## config.mk

```make
export PLATFORM = sky130hd
export DESIGN_NAME = fetch_stage
export DESIGN_NICKNAME = d
export VERILOG_FILES = /design/src/rtl/fetch_pkg.sv /design/src/rtl/if_id_reg.sv /design/src/rtl/fetch_stage.sv
export SDC_FILE = /design/constraint.sdc
export NUM_CORES = 1
export LEC_CHECK = 0
export ABC_AREA = 1
export BUFFER_PORTS_ARGS = -buffer_cell sky130_fd_sc_hd__buf_2
export CORE_MARGIN = 2
export CORE_UTILIZATION = 45
export CTS_BUF_LIST = sky130_fd_sc_hd__clkbuf_8
export DETAILED_ROUTE_END_ITERATION = 10
export PLACE_DENSITY = 0.86
export SYNTH_ARGS = -nofsm -noshare
export SYNTH_HDL_FRONTEND = slang
export SYNTH_SLANG_ARGS = --single-unit
```

## constraint.sdc

```tcl
create_clock -name clk -period 1.4 [get_ports clk]
set_input_delay 0.07 -clock clk [delete_from_list [all_inputs] [get_ports clk]]
set_output_delay 0.07 -clock clk [all_outputs]
set_load 0.03 [all_outputs]
```

## src/rtl/fetch_pkg.sv

```systemverilog
// rtl/fetch_pkg.sv - shared state encoding, default words and IF/ID field widths for the fetch stage.
package fetch_pkg;

  typedef enum logic [1:0] {
    BOOT = 2'd0,
    RUN  = 2'd1,
    HALT = 2'd2
  } fetch_state_t;

  localparam logic [31:0] NOP_WORD_DEF  = 32'h0000_0000;
  localparam logic [31:0] HALT_WORD_DEF = 32'hFC00_0000;

  localparam int INSTR_W = 32;
  localparam int PC_W    = 32;

endpackage

```

## src/rtl/if_id_reg.sv

```systemverilog
// rtl/if_id_reg.sv - IF/ID pipeline register; flush beats hold, hold beats load.
module if_id_reg
  import fetch_pkg::*;
#(
  parameter logic [INSTR_W-1:0] NOP_WORD = NOP_WORD_DEF
) (
  input  logic               clk,
  input  logic               rst_n,
  input  logic               hold,
  input  logic               flush,
  input  logic [INSTR_W-1:0] d_instr,
  input  logic [PC_W-1:0]    d_pc4,
  input  logic               d_valid,
  output logic [INSTR_W-1:0] instr,
  output logic [PC_W-1:0]    pc4,
  output logic               valid
);

  always_ff @(posedge clk or negedge rst_n) begin
    if (!rst_n) begin
      instr <= NOP_WORD;
      pc4   <= '0;
      valid <= 1'b0;
    end else if (flush) begin
      instr <= NOP_WORD;
      pc4   <= '0;
      valid <= 1'b0;
    end else if (!hold) begin
      instr <= d_instr;
      pc4   <= d_pc4;
      valid <= d_valid;
    end
  end

endmodule

```

## src/rtl/fetch_stage.sv

```systemverilog
// rtl/fetch_stage.sv - MIPS instruction fetch: PC, BOOT/RUN/HALT FSM, IF/ID capture.
// Optional FETCH_PERF_CNT_EN adds fetch/bubble counters.
module fetch_stage
  import fetch_pkg::*;
#(
  parameter logic [31:0] RESET_PC   = 32'h0000_0000,
  parameter int          IMEM_BYTES = 400,
  parameter logic [31:0] HALT_WORD  = HALT_WORD_DEF,
  parameter logic [31:0] NOP_WORD   = NOP_WORD_DEF
) (
  input  logic        clk,
  input  logic        rst_n,
  input  logic        stall_i,
  input  logic        flush_i,
  input  logic        redirect_i,
  input  logic [31:0] redirect_pc_i,
  output logic [31:0] RAdrs,
  input  logic [31:0] ITM,
  output logic [31:0] if_id_instr_o,
  output logic [31:0] if_id_pc4_o,
  output logic        if_id_valid_o,
  output logic        halted_o,
  output logic        fault_o
`ifdef FETCH_PERF_CNT_EN
  ,
  output logic [31:0] fetch_cnt_o,
  output logic [31:0] bubble_cnt_o
`endif
);

  localparam logic [32:0] IMEM_LIMIT = 33'(IMEM_BYTES);

  fetch_state_t state, state_nxt;
  logic [31:0] pc, pc_nxt, pc4, target;
  logic        fault_nxt;
  logic [31:0] d_instr, d_pc4;
  logic        d_valid;
  logic        in_range, capture;

  assign pc4      = pc + 32'd4;
  assign target   = redirect_pc_i & 32'hFFFF_FFFC;
  // 33-bit sum so a PC near the top of the address space cannot wrap into range
  assign in_range = ({1'b0, pc} + 33'd3) < IMEM_LIMIT;
  assign capture  = !stall_i && !flush_i && !redirect_i;
  assign RAdrs    = pc;
  assign halted_o = (state == HALT);
  assign d_pc4    = d_valid ? pc4 : 32'd0;

  always_comb begin
    state_nxt = state;
    pc_nxt    = pc;
    fault_nxt = fault_o;
    d_instr   = NOP_WORD;
    d_valid   = 1'b0;
    case (state)
      BOOT: state_nxt = RUN;
      RUN: begin
        if (in_range) begin
          d_instr = ITM;
          d_valid = 1'b1;
        end
        if (redirect_i) begin
          pc_nxt = target;
        end else if (stall_i) begin
          pc_nxt = pc;
        end else if (capture && !in_range) begin
          fault_nxt = 1'b1;
          state_nxt = HALT;
        end else if (capture && (ITM == HALT_WORD)) begin
          state_nxt = HALT;
        end else begin
          pc_nxt = pc4;
        end
      end
      HALT: begin
        if (redirect_i) begin
          pc_nxt    = target;
          state_nxt = RUN;
        end
      end
      default: state_nxt = BOOT;
    endcase
  end

  always_ff @(posedge clk or negedge rst_n) begin
    if (!rst_n) begin
      state   <= BOOT;
      pc      <= RESET_PC;
      fault_o <= 1'b0;
    end else begin
      state   <= state_nxt;
      pc      <= pc_nxt;
      fault_o <= fault_nxt;
    end
  end

  if_id_reg #(
    .NOP_WORD(NOP_WORD)
  ) u_if_id (
    .clk    (clk),
    .rst_n  (rst_n),
    .hold   (stall_i),
    .flush  (flush_i),
    .d_instr(d_instr),
    .d_pc4  (d_pc4),
    .d_valid(d_valid),
    .instr  (if_id_instr_o),
    .pc4    (if_id_pc4_o),
    .valid  (if_id_valid_o)
  );

`ifdef FETCH_PERF_CNT_EN
  logic next_valid;

  assign next_valid = flush_i ? 1'b0 : (stall_i ? if_id_valid_o : d_valid);

  always_ff @(posedge clk or negedge rst_n) begin
    if (!rst_n) begin
      fetch_cnt_o  <= '0;
      bubble_cnt_o <= '0;
    end else begin
      if (!flush_i && !stall_i && d_valid) fetch_cnt_o <= fetch_cnt_o + 32'd1;
      if (!next_valid) bubble_cnt_o <= bubble_cnt_o + 32'd1;
    end
  end
`endif

endmodule

```

==> results of run 1 <==
-- state kept, by name, indices dropped and copies added, names as in the netlist --
name / flops
u_if_id.valid: 1
state: 2
u_if_id.pc4: 31
fault_o: 1
u_if_id.instr: 32
RAdrs: 30
-- per-stage QoR --
stage / hold slack [ns] / utilization (%) / setup WS, ns / TNS, ns
floorplan: -0.226 / - / -0.125 / -3.60
global placement: -0.00708 / 60.2 / -0.252 / -10.78
detailed placement: -0.00701 / 60.2 / -0.324 / -13.93
CTS: 0.00309 / 65.6 / -0.224 / -9.75
global route: 0.0230 / 68.1 / -0.382 / -18.97
finish: 0.00561 / 68.1 / -0.370 / -17.99
-- power by group --
group	internal, mW	total (mW)	switching (mW)
Sequential	3.34	3.70	0.360
Clock	1.05	2.19	1.14
Combinational	2.79	7.21	4.42
-- layer usage --
metal	vias up	wire, um
li1	2841	-
met1	2813	7010
met2	298	8770
met3	78	1390
met4	0	769
met5	-	0
-- path summary, 6_finish.rpt --
check	startpoint	to	depth (start not counted)	slack, ns
worst max-delay path	RAdrs[13]	RAdrs[4]	12	-0.37
worst min-delay path	redirect_pc_i[30]	RAdrs[30]	4	0.006
worst max register to register	RAdrs[13]	RAdrs[4]	12	-0.37
worst min register to register	fault_o	fault_o	1	0.48
max in group asynchronous	rst_n	RAdrs[24]	3	0.71
min in group asynchronous	rst_n	u_if_id.pc4[29]	2	0.11
-- cell usage in the layout (no fill, tap or decap), drive strengths merged, types with 6 or more instances in the layout --
cell type,n
dfrtp,97
clkbuf,10
or2,8
nand3,88
buf,256
nand4,11
o21ai,59
inv,102
xor2,6
nand2,231
nor2,97
dlygate4sd3,34
-- repair_timing --
action	in CTS	in global routing
hold buffers	34	0
pin swaps	0	13
cloned	0	3
setup endpoints to repair	72	72
resized for setup	26	56
hold endpoints to repair	130	0
buffers inserted	1	6
-- worst max-delay path, cell delays in order, from the launching register on --
cell	delay, ns
dfrtp_2	0.41
inv_1	0.10
nand2_1	0.08
nor2_1	0.13
nand2_1	0.09
nor2_2	0.17
nand2_1	0.09
nand2_2	0.09
nand2_4	0.07
nand2_8	0.15
nand2_4	0.14
nand2_1	0.08
nand2_1	0.06
-- kinds of logic after synthesis --
kind of cell / share of synthesized area (%)
AND/OR/NAND/NOR: 34.8
other: 0.0713
flip-flops: 46.2
adder cells (fa/ha/maj): 0.952
AO/OA/AOI/OAI: 6.35
buffers and inverters: 10.5
XOR/XNOR: 1.17
-- layout make-up --
cell class / instances / share of cell area (%)
multi-input cells: 515 / 32.3
flip-flops and latches: 97 / 31.7
repair buffers: 291 / 25.8
inverters: 100 / 4.83
well taps: 143 / 2.30
clock buffers: 9 / 1.59
clock inverters: 7 / 1.47
==> results_dict.tcl, run 1 <==
set metrics [dict create \
    routed_via_density 5.19 \
    clock_latency_ns 0.39 \
    io_buffers 163 \
    clkSinkCount 97 \
    antenna_left 0 \
    grt_util_met3_pct 4.81 \
    grtUsageMet2_pct 46.7 \
    powerDensity_nw_per_um2 1690 \
    criticalPathCategory "reg -> reg" \
    vias 6030 \
    cp.required_ns 1.68 \
    nNetsFinal 1087 \
    route.detailed.drc 0 \
    ff_latch_area_um2 2460 \
    setup_viol 73 \
    core_region_area_um2 11400 \
    place_area_um2 6870 \
    fin_skew_ns 0.0115 \
    cts_buffers 9 \
    yosys-top-cells-area "dfrtp_1 46%, nand2_1 16%, nand3_1 8.3%" \
    die_y_um 112 \
    ir_drop_mv 1.17 \
    n_fill_cell 889 \
    fin_ws_ns -0.370 \
    finalMaxSlewViolations 0 \
    synth.avg_cell_area_um2 7.09 \
    cellLeakagePower_nw 4.12 \
    synth_edf_count 0 \
    drt-initial-drc-count 618 \
    syn_area_um2 5260 \
    crit_path_start_kind "flop" \
    grt_overflow 0 \
    grt_usage_pct 27.0 \
    dp_hpwl_um 11800 \
    netlist_top_cells_count "222 x nand2_1, 100 x inv_1, 97 x dfrtp_1" \
    grt_pass1_wl_um 27300 \
    cts_tree "built" \
    ctsHtreeMaxLevel 3 \
    yosys_warnings 0 \
    gp_congestion 0.953 \
    fin_area_um2 7770 \
    detail_route.wirelength_um 18000 \
    violations "setup timing" \
    max_freq_mhz 565 \
    detail_route.first_pass.iterations 6 \
    wl_per_cell_um 15.4 \
    path_clk_slew_ns 0.10 \
    ys_seq_area_share_pct 46.2 \
    ys_ff_latch 97 \
    rsz0062_at_grt "true" \
    place_inst 1102 \
    antenna_found_initial 0 \
    grt.busiest_layer "met2" \
    syn_to_final_growth_pct 47.8 \
    grt_pass1_vias 5794 \
    cp.arrival_ns 2.05 \
    report.final.hold_viol_count 0 \
    drive_gt1_share_pct 37.4 \
    cts_root_buf "clkbuf_8" \
    max_cap_violations 0 \
    start_util_pct 46.1 \
    yosys.area.top_type_share_pct 46.2 \
    hold_path_class "in -> reg" \
    outcome "finished with violations" \
    fin_crit_sh_pct 126 \
    synth_ff_type "dfrtp_1" \
    total_power_mw 13.1 \
    cts_buffer_depth 2 \
    io_pins 168 \
    multi_input_area_um2 2510 \
    insertedDiodeCount 0 \
    grt_max_degree 44 \
    rows 39 \
    ys_types 26 \
    fp.dieArea_um2 12600 \
    synthCells 742 \
    met1_usage_pct 33.3 \
    synth_top_cell_by_area "dfrtp_1" \
    final.min_clock_period_ns 1.77 \
    synthArstFlopShare_pct 100 \
    path_max_fanout 7 \
    synth_most_common_cell "nand2_1" \
    cp-end-kind "flop" \
    die_w_um 112 \
    fin_cells 1162 \
]
Note: power is estimated with default switching activity, not from simulation.
==> inputs of run 2 (changes only) <==
Settings changed: BUFFER_PORTS_ARGS -buffer_cell sky130_fd_sc_hd__buf_2 to default, DONT_BUFFER_PORTS from default to 1, MAX_ROUTING_LAYER from default to met4, PLACE_DENSITY 0.86 to 0.73.
==> results_dict.tcl, run 2 (synthesis results as in run 1) <==
set metrics [dict create \
    outcome "finished with violations" \
    violations "hold timing, setup timing" \
    largest_reg_flops 32 \
    whs_ns -0.641 \
    nNetsFinal 965 \
    cts_buffers 9 \
    crit_buf_inv 3 \
    max_cap_violations 0 \
    fin_skew_ns 0.0178 \
    cts_buffer_depth 2 \
    report.final.hold_viol_count 97 \
    detail_route.first_pass.iterations 5 \
    io_pins 168 \
    combinationalPowerShare_pct 55.5 \
    path_cells "inv_2 -> nand2_2 -> nor2_2 -> nand2_1 -> nor2_2 -> buf_4 -> nand3_4 -> clkbuf_16 -> o21ai_2" \
    ir_drop_mv 1.24 \
    total_power_mw 12.2 \
    cp.arrival_ns 2.01 \
    crit_slowest_cell "dfrtp_2" \
    top_register "u_if_id.instr" \
    n_fill_cell 927 \
    fin_area_um2 7490 \
    start_util_pct 46.1 \
    grt_max_degree 98 \
    die_y_um 112 \
    place_area_um2 6070 \
    max_freq_mhz 591 \
    path_clk_slew_ns 0.11 \
    hold_path_class "in -> async" \
    fp.dieArea_um2 12600 \
    setup_viol 73 \
    fin_ws_ns -0.291 \
    cp.required_ns 1.72 \
    detail_route.wirelength_um 18200 \
    antenna_left 0 \
    final.min_clock_period_ns 1.69 \
    r2r-start "RAdrs[16]" \
    io_buffers 0 \
    rows 39 \
    drive_gt1_share_pct 30.2 \
    syn_to_final_growth_pct 42.4 \
    final_cell_mix "213 x nand2_1, 88 x buf_4, 85 x inv_1, 85 x nand3_1, 69 x dfrtp_1" \
    antenna_found_initial 0 \
    powerDensity_nw_per_um2 1630 \
    ctsHtreeMaxLevel 3 \
    cts_root_buf "clkbuf_8" \
    hold_buffers 64 \
    wl_per_cell_um 17.5 \
    drt-initial-drc-count 537 \
    dp_hpwl_um 11200 \
    final_util_pct 65.6 \
    switching_share_pct 46.1 \
    cpPeakStageDelay_ns 0.44 \
    cts_tree "built" \
    grt_pass1_wl_um 27100 \
    die_w_um 112 \
    intPower_mw 6.58 \
    insertedDiodeCount 0 \
    gp_congestion 0.981 \
    routed_via_density 5.45 \
    finalMaxSlewViolations 0 \
    crit_path_start_kind "flop" \
    netSwitchingPower_mw 5.62 \
    layout_commonest_cell "nand2_1" \
    vias 5665 \
    criticalPathCategory "reg -> reg" \
    clock_latency_ns 0.39 \
    route.detailed.drc 0 \
    startpoint "RAdrs[16]" \
    fin_crit_sh_pct 121 \
    critPathTopFamily "simple AND/OR/NAND/NOR gates" \
    grt_usage_pct 27.7 \
    seqPwrFrac_pct 30.3 \
    cellLeakagePower_nw 3.61 \
    crit_top_cell "nor2_2" \
    clock_power_share_pct 14.2 \
    core_region_area_um2 11400 \
    cp-end-kind "flop" \
    path_max_fanout 8 \
    grt_pass1_vias 5520 \
    clkSinkCount 97 \
    rsz0062_at_grt "true" \
    grt_overflow 0 \
]
run 2: through the flow:
step / setup slack (ns) / TNS [ns] / std cells
floorplan: -0.125 / -3.60 / 743
global placement: -0.271 / -10.78 / 945
detailed placement: -0.377 / -16.90 / 945
CTS: -0.251 / -13.26 / 1031
global route: -0.392 / -24.48 / 1040
finish: -0.291 / -18.29 / 1040
run 2: path summary, 6_finish.rpt:
check                               endpoint  slack [ns]  depth (start not counted)
max                        u_if_id.instr[22]       -0.29                          9
min                         u_if_id.instr[3]       -0.64                          0
max reg2reg                u_if_id.instr[22]       -0.29                          9
min reg2reg                   u_if_id.pc4[1]        0.52                          2
max in group asynchronous          RAdrs[15]        1.85                          0
min in group clk              u_if_id.pc4[8]        0.03                          3
run 2: layer usage:
metal,vias to the layer above,track usage [%],part of all wire (%)
met5,-,-,0
met4,0,11.9,4.1
met3,66,5.45,8.4
met2,301,46.0,49
met1,2702,32.9,38
li1,2596,-,-
run 2: repair_timing:
item                                    4_1_cts  5_1_grt
pin swaps                                     7       11
endpoints found under the setup margin       72       74
gates cloned                                  1        7
gates resized for setup                      51      102
buffers inserted                              5        3
endpoints found under the hold margin       169       97
run 2: cell type report:
class,instances,area (um2),share of cell area [%]
multi-input combinational,514,2680,35.8
sequential,97,2460,32.9
timing repair buffer,170,1620,21.7
inverter,100,375,5.01
tap,143,179,2.39
clock buffer,9,124,1.65
clock inverter,7,43.8,0.585
run 2: power groups by stage:
stage	clock, mW	sequential (mW)	combinational (mW)
final	1.73	3.70	6.76
after global routing	1.86	3.76	7.36
after detailed placement	0	3.74	5.78
after global placement	0	3.70	5.63
after floorplan	0	4.78	2.80
after CTS	1.72	3.68	6.41
